[src/rtl/bcd_xs3_pkg.sv]
// bcd_xs3_pkg: shared FSM states and BCD/Excess-3 constants
package bcd_xs3_pkg;
    localparam int DIGIT_W    = 4;
    localparam int XS3_OFFSET = 3;
    localparam int BCD_MAX    = 9;
    typedef enum logic [1:0] {IDLE, CONV, DONE} state_t;
endpackage

[src/rtl/xs3_digit_conv.sv]
// xs3_digit_conv: single BCD digit to Excess-3, zero result and err for digits above 9
module xs3_digit_conv
    import bcd_xs3_pkg::*;
(
    input  logic [DIGIT_W-1:0] digit,
    output logic [DIGIT_W-1:0] xs3,
    output logic               err
);
    // Illegal BCD digits produce a zero nibble so errors never alias a valid code
    always_comb begin
        err = digit > DIGIT_W'(BCD_MAX);
        xs3 = err ? '0 : digit + DIGIT_W'(XS3_OFFSET);
    end
endmodule

[src/rtl/bcd_xs3_seq_ctrl.sv]
// bcd_xs3_seq_ctrl: word-serial BCD to Excess-3 converter, one digit per cycle
module bcd_xs3_seq_ctrl
    import bcd_xs3_pkg::*;
#(
    parameter int NUM_DIGITS = 4
) (
    input  logic                          clk,
    input  logic                          rst_n,
    input  logic                          flush,
    input  logic                          in_valid,
    output logic                          in_ready,
    input  logic [DIGIT_W*NUM_DIGITS-1:0] in_bcd,
    output logic                          out_valid,
    input  logic                          out_ready,
    output logic [DIGIT_W*NUM_DIGITS-1:0] out_xs3,
    output logic [NUM_DIGITS-1:0]         out_err_mask,
    output logic                          out_err,
    output logic                          busy
);
    localparam int IDX_W = NUM_DIGITS > 1 ? $clog2(NUM_DIGITS) : 1;

    state_t                          state_q, state_d;
    logic [IDX_W-1:0]                idx;
    logic [DIGIT_W*NUM_DIGITS-1:0]   bcd_q, xs3_q;
    logic [NUM_DIGITS-1:0]           err_q;
    logic [DIGIT_W-1:0]              cur_digit, cur_xs3;
    logic                            cur_err, last, accept;

    assign in_ready     = state_q == IDLE;
    assign out_valid    = state_q == DONE;
    assign busy         = state_q != IDLE;
    assign out_xs3      = xs3_q;
    assign out_err_mask = err_q;
    assign out_err      = |err_q;
    assign last         = idx == IDX_W'(NUM_DIGITS - 1);
    assign accept       = in_valid && in_ready && !flush;
    assign cur_digit    = bcd_q[idx*DIGIT_W +: DIGIT_W];

    xs3_digit_conv u_conv (
        .digit (cur_digit),
        .xs3   (cur_xs3),
        .err   (cur_err)
    );

    // State register
    always_ff @(posedge clk or negedge rst_n) begin
        if (!rst_n) state_q <= IDLE;
        else        state_q <= state_d;
    end

    // Next state: flush overrides everything, including a coincident output handshake
    always_comb begin
        state_d = state_q;
        unique case (state_q)
            IDLE:    state_d = accept ? CONV : IDLE;
            CONV:    state_d = last ? DONE : CONV;
            DONE:    state_d = out_ready ? IDLE : DONE;
            default: state_d = IDLE;
        endcase
        if (flush) state_d = IDLE;
    end

    // Datapath: capture on accept, then write one converted digit per CONV cycle
    always_ff @(posedge clk or negedge rst_n) begin
        if (!rst_n) begin
            idx   <= '0;
            bcd_q <= '0;
            xs3_q <= '0;
            err_q <= '0;
        end else if (flush) begin
            idx <= '0;
        end else if (accept) begin
            idx   <= '0;
            bcd_q <= in_bcd;
            xs3_q <= '0;
            err_q <= '0;
        end else if (state_q == CONV) begin
            xs3_q[idx*DIGIT_W +: DIGIT_W] <= cur_xs3;
            err_q[idx]                    <= cur_err;
            idx                           <= last ? '0 : idx + 1'b1;
        end
    end
endmodule

[config.mk]
export PLATFORM = sky130hd
export DESIGN_NAME = bcd_xs3_seq_ctrl
export DESIGN_NICKNAME = d
export VERILOG_FILES = /design/src/rtl/bcd_xs3_pkg.sv /design/src/rtl/xs3_digit_conv.sv /design/src/rtl/bcd_xs3_seq_ctrl.sv
export SDC_FILE = /design/constraint.sdc
export NUM_CORES = 1
export LEC_CHECK = 0
export CAP_MARGIN = 20
export CELL_PAD_IN_SITES_DETAIL_PLACEMENT = 2
export CELL_PAD_IN_SITES_GLOBAL_PLACEMENT = 2
export CORE_MARGIN = 4
export CORE_UTILIZATION = 35
export CTS_CLUSTER_DIAMETER = 80
export DETAILED_ROUTE_END_ITERATION = 10
export PLACE_DENSITY_LB_ADDON = 0.15
export SYNTH_ARGS = -nofsm -noshare
export SYNTH_HDL_FRONTEND = slang
export SYNTH_SLANG_ARGS = --single-unit
[constraint.sdc]
create_clock -name clk -period 4.8 [get_ports clk]
set_input_delay 0.48 -clock clk [delete_from_list [all_inputs] [get_ports clk]]
set_output_delay 0.48 -clock clk [all_outputs]
set_load 0.02 [all_outputs]
# Word level (Yosys, flattened, before mapping)
# Index checks and enable logic that the tools add are counted.
# totals
out_inout_bits	24
register_bits	40
inputBits	21
elab_cells	47
# op_classes
n_reduce_logical	11
bitwise	1
magnitude_cmp	3
mux	18
addsub	3
shifts	3
n_eq_ne	3
# op_table
operator	n
$neg 4->34	1
$shift 4x34->16 const A	1
$shiftx 4x34->16	1
$mux 16	2
$bwmux 16	1
$shiftx 16x5->4	1
$mux 2	7
$mux 4	3
$pmux 2 s3	1
$add 4x2->4 const B	1
$bwmux 4	1
$eq 2x2->1 const B	2
$gt 4x4->1 const B	1
$reduce_and 2->1	2
$reduce_bool 2->1	2
$reduce_or 4->1	1
$logic_and 1x1->1	3
$lt 2x3->1 const B	1
$reduce_bool 3->1	1
$add 2x1->2 const B	1
$demux 1 s2	1
$eq 2x1->1 const B	1
$ge 2x1->1 const B	1
$logic_not 2->1	1
other kinds (3)	4

# Depth between registers and ports, before layout
# depth
word_depth	7
depth_mapped	8

# Hierarchy
# From an unflattened synthesis, not the netlist that was laid out.
# hier_totals
hier_cells	166
hier_area_um2	2054.5
# by_module_without_submodules
module	seq_area_each_um2	area_each_um2	n_inst	cells_per_inst
bcd_xs3_seq_ctrl	1001.0	1950.6	1	153
xs3_digit_conv	0.0	103.8	1	13

# Worst setup path before layout
# No wires, ideal clock.
# synth_path
path_kind	register -> register
from	register idx[0]
to	register err_q[0] (netlist: out_err_mask[0])
arrival_ps	1858
path_slack_ps	2821
t_required_ps	4679
stages_incl_launch_ff	9
setup_time_ps	121
n_path_buf	1
cell_sequence	dfrtp_1 buf_6 mux4_2 inv_1 ha_1 nor2_1 o21a_1 nor2b_4 a22o_1
# synth_via
elab_chain_cells	7
word_cells_on_any_way	10
cone_classes	3 x order compare; 1 x shift; 5 x mux; 1 x reduce/logical
# synth_rtl
element	line_no	source
from (decl)	bcd_xs3_seq_ctrl.sv:23	logic [IDX_W-1:0] idx;
from (signal assigned)	bcd_xs3_seq_ctrl.sv:80	idx <= last ? '0 : idx + 1'b1;
parallel branches: the longest is 4 deep, another holds $gt 4x4->1	-	
$bwmux 4 *	bcd_xs3_seq_ctrl.sv:79	err_q[idx] <= cur_err;
$mux 4 *	bcd_xs3_seq_ctrl.sv:77	end else if (state_q == CONV) begin
$mux 4 *	bcd_xs3_seq_ctrl.sv:72	end else if (accept) begin
to (signal, indexed assignment)	bcd_xs3_seq_ctrl.sv:79	
to (decl)	bcd_xs3_seq_ctrl.sv:25	logic [NUM_DIGITS-1:0] err_q;
# Every way passes the cells marked *. The select of a mux whose other input is x is not followed.
# A chain may end at the register's enable or synchronous reset.

# Final worst setup path
# layout_path
from	register idx[0]
to	register xs3_q[5] (netlist: out_xs3[5])
# layout_via
elab_chain_cells	7
word_cells_on_any_way	10
cone_classes	2 x add/sub; 1 x order compare; 3 x shift; 4 x mux
# layout_rtl
element	line_no	source
$shiftx 16x5->4	bcd_xs3_seq_ctrl.sv:37	assign cur_digit = bcd_q[idx*DIGIT_W +: DIGIT_W];
$add 4x2->4 or $gt 4x4->1 (tied branches)	xs3_digit_conv.sv:12, xs3_digit_conv.sv:11	
$mux 4	xs3_digit_conv.sv:12	xs3 = err ? '0 : digit + DIGIT_W'(XS3_OFFSET);
$shiftx 4x34->16	bcd_xs3_seq_ctrl.sv:78	xs3_q[idx*DIGIT_W +: DIGIT_W] <= cur_xs3;
$bwmux 16 *	bcd_xs3_seq_ctrl.sv:78	
$mux 16 *	bcd_xs3_seq_ctrl.sv:77	
$mux 16 *	bcd_xs3_seq_ctrl.sv:72	
to (signal, indexed assignment)	bcd_xs3_seq_ctrl.sv:78	
to (decl)	bcd_xs3_seq_ctrl.sv:24	logic [DIGIT_W*NUM_DIGITS-1:0] bcd_q, xs3_q;
# Mark *: on every way between the ends. The rest lies on a longest branch, timed or not. The select of a mux whose other input is x is not followed.

==> impl_metrics.csv <==
group,metric,value,unit
outcome,status,"complete, no violations",
route,wl_per_cell,18.99,um
worst_setup_path,cp-end-kind,"flop",
cts,path_clk_slew,0.08,ns
worst_setup_path,path_delay_family,"flip-flops",
sta,grt_setup_unrepaired,"no",
route,viasPerCell,5.223,
route,met2_length,2.606,mm
layout,design_area,0.002475,mm2
worst_setup_path,start_kind,"flop",
worst_setup_path,crit_start,"idx[0]",
synthesis,ys.warnings.count,0,
job,cap_viol_max_count,0,
global_route,antenna_found_initial,0,
worst_setup_path,r2r_start,"idx[0]",
worst_setup_path,crit_type,"reg2reg",
global_route,grt_usage,16.65,%
worst_setup_path,crit_buf_inv,1,
global_route,grt_max_degree,41,
sta,tightest_slew,0.8889,ns
cts,cts_root_buffer,"clkbuf_8",
floorplanning,start_util,36.32,%
sta,drv_slew,0,
cts,numCtsBuffers,5,
worst_setup_path,slowest_stage,"dfrtp_1",
layout,final_core_util,48.15,%
sta,fin_ws,2.384,ns
layout,drive_gt1_share,18.97,%
worst_setup_path,reg2reg_to,"out_xs3[5]",
route,top_layer_used,"met4",
hold_path,hp-class,"in2async",
layout,num_antenna_cells,0,
sta,fin_crit,2.416,ns
power_and_ir_drop,leakage,1.061,nW
cts,cts_tree,"done",
route,dr_wl_met3,216,um
floorplanning,rows,26,
place,placed_area,0.002364,mm2
cts,clk_latency,0.29,ns
worst_setup_path,rr_worst_depth,7,
place,io_buffers,44,
worst_setup_path,rrSetupSlack,2.38,ns
global_route,grt_pass1_wl,8.217,mm
floorplanning,die_x,81.03,um
route,num_vias,1384,
cts,cts_sinks,40,
route,drtIter0Drc,41,
floorplanning,ios,45,
floorplanning,core,0.005140,mm2
sta,period_share,50.33,%
sta,fmax,414.0,MHz
sta,setup_viol,0,
layout,final_nets,221,
cts,post_cts_resized,0,
floorplanning,die_area,0.006566,mm2
route,drc,0,
sta,hold_viol_final,0,
worst_setup_path,cp_cell_sequence,"mux4_2, inv_1, ha_1, nor2_1, o21a_1, nor2_2, a22o_1",
route,drtPass1Iterations,4,
worst_setup_path,max_stage_delay,0.69,ns
worst_setup_path,required,5.03,ns
synthesis,ys_seq_area_share,53.62,%
power_and_ir_drop,vdd_ir_drop_max,152.1,uV
place,place_inst,257,
cts,cts_hold_buf,0,
layout,stdcell_count,265,
route,met1_length,2.142,mm
layout,area_growth,32.57,%
worst_setup_path,worst-path-stages,7,
sta,fin_setup_tns,0,ns
sta,finalClockSkew,0.005982,ns
synthesis,synth_area_per_cell,12.70,um2
cts,cts_setup_buffers,0,
route,ant_nets,0,
place,finalWeightedCongestion,0.7829,
synthesis,netlist_area,0.001867,mm2
route,routed_wl,5.032,mm
power_and_ir_drop,p_per_area,361.9,mW/mm2
cts,clk_path_buf_depth,2,
sta,maxSlewHeadroom,40.74,%
worst_setup_path,crit_fanout,12,
synthesis,ys_seq_elements,40,
place,dp_slack,2.290,ns
worst_setup_path,critPathArrivalTime,2.64,ns
floorplanning,die_h,81.03,um
synthesis,syn_nets,174,
global_route,grt_pass1_vias,1608,
cts,htree_levels,2,
synthesis,synth.distinct_cells,30,
synthesis,netlist_instances,147,
worst_setup_path,critPathCapture,"out_xs3[5]",
place,hpwlAfterDp,3.853,mm
global_route,grt_overflow,0,
-- worst register-to-register path: cells and delay by family, from the launching register on --
kind / cells / cell delay (ns)
buf+inv: 1 / 0.09
mux: 1 / 0.65
compound gates: 2 / 0.42
simple gates: 2 / 0.32
fa+ha+maj: 1 / 0.19
flops: 1 / 0.69
-- power by group --
part	leakage, nW	internal [W]	switching (W)
Clock	0.0541	0.000154	0.000122
Combinational	0.487	0.000105	0.000112
Sequential	0.519	0.000374	0.0000282
Total	1.06	0.000634	0.000262
-- per-stage QoR --
| stage | hold slack, ns | total power [W] |
|---|---|---|
| 6_report | 0.3025 | 0.0008956 |
| 2_1_floorplan | 0.1844 | 0.0005344 |
| 3_5_place_dp | 0.4995 | 0.0006286 |
| 3_3_place_gp | 0.4857 | 0.0006114 |
| 4_1_cts | 0.3273 | 0.0009057 |
| 5_1_grt | 0.3771 | 0.0009413 |
-- cell type report --
type,count,area (um2)
fillers,548,2665
flip-flops and latches,40,1001
multi-input cells,94,805.8
repair buffers,44,435.4
well taps,70,87.58
clock buffers,5,68.82
clock inverters,3,42.54
inverters,9,33.78
-- worst min path at each step --
stage          slack (ns)  cells after the start          to        from
5_1_grt              0.38                      1  out_xs3[9]       rst_n
6_report             0.30                      1  out_xs3[9]       rst_n
4_1_cts              0.33                      1  out_xs3[9]       rst_n
2_1_floorplan        0.18                      0    bcd_q[0]       rst_n
3_3_place_gp         0.49                      1   bcd_q[15]   bcd_q[15]
3_5_place_dp         0.50                      1  out_xs3[9]  out_xs3[9]
-- layer usage --
metal | vias to the layer above | track usage, %
li1 | 625 | -
met1 | 715 | 19.70
met2 | 40 | 29.31
met3 | 4 | 3.769
met4 | 0 | 6.250
met5 | - | 0
-- registers in the layout, summed over array words and instances (netlist names) --
name / cells
bcd_q: 16
out_xs3: 16
out_err_mask: 4
idx: 2
state_q: 2
-- synthesized netlist by cell type --
library cell	n	area share [%]
a211o_1	1	0.47
a21oi_1	3	0.80
a22o_1	19	8.9
and2_1	4	1.3
buf_2	3	0.80
buf_6	1	0.60
dfrtp_1	40	54
ha_1	6	4.0
inv_1	9	1.8
mux2_2	16	9.7
mux4_2	4	4.8
nand2_1	5	1.0
nand2b_1	1	0.34
nand3_1	1	0.27
nand3b_1	1	0.40
nand4b_1	1	0.47
nor2_1	8	1.6
nor2_2	3	1.0
nor2b_1	3	1.0
nor2b_4	1	0.74
nor3b_1	1	0.40
nor4_1	1	0.34
nor4b_1	1	0.47
o21a_1	1	0.40
o21ai_0	8	2.1
o21ai_2	1	0.47
o2bb2ai_2	1	0.80
or2_2	1	0.34
or4_1	1	0.40
or4b_2	1	0.54
-- kinds of logic after synthesis --
| family | synth area share [%] |
|---|---|
| AND/OR/NAND/NOR | 10.66 |
| adder cells (fa/ha/maj) | 4.021 |
| AO/OA/AOI/OAI | 14.01 |
| buffers and inverters | 3.217 |
| flip-flops | 53.62 |
| multiplexers | 14.48 |
-- cell usage in the layout, fill, tap and decap left out --
cell,count
a211o_1,1
a21oi_1,3
a22o_1,19
and2_1,4
buf_2,1
bufinv_16,1
clkbuf_8,5
clkdlybuf4s50_1,43
clkinv_2,1
clkinvlp_4,1
dfrtp_1,40
ha_1,6
inv_1,9
mux2_2,16
mux4_2,4
nand2_1,5
nand2b_1,1
nand3_1,1
nand3b_1,1
nand4b_1,1
nor2_1,8
nor2_2,3
nor2b_1,3
nor2b_4,1
nor3b_1,1
nor4_1,1
nor4b_1,1
o21a_1,1
o21ai_0,8
o21ai_2,1
o2bb2ai_2,1
or2_2,1
or4_1,1
or4b_2,1
Power figures use the tool's default switching activity.
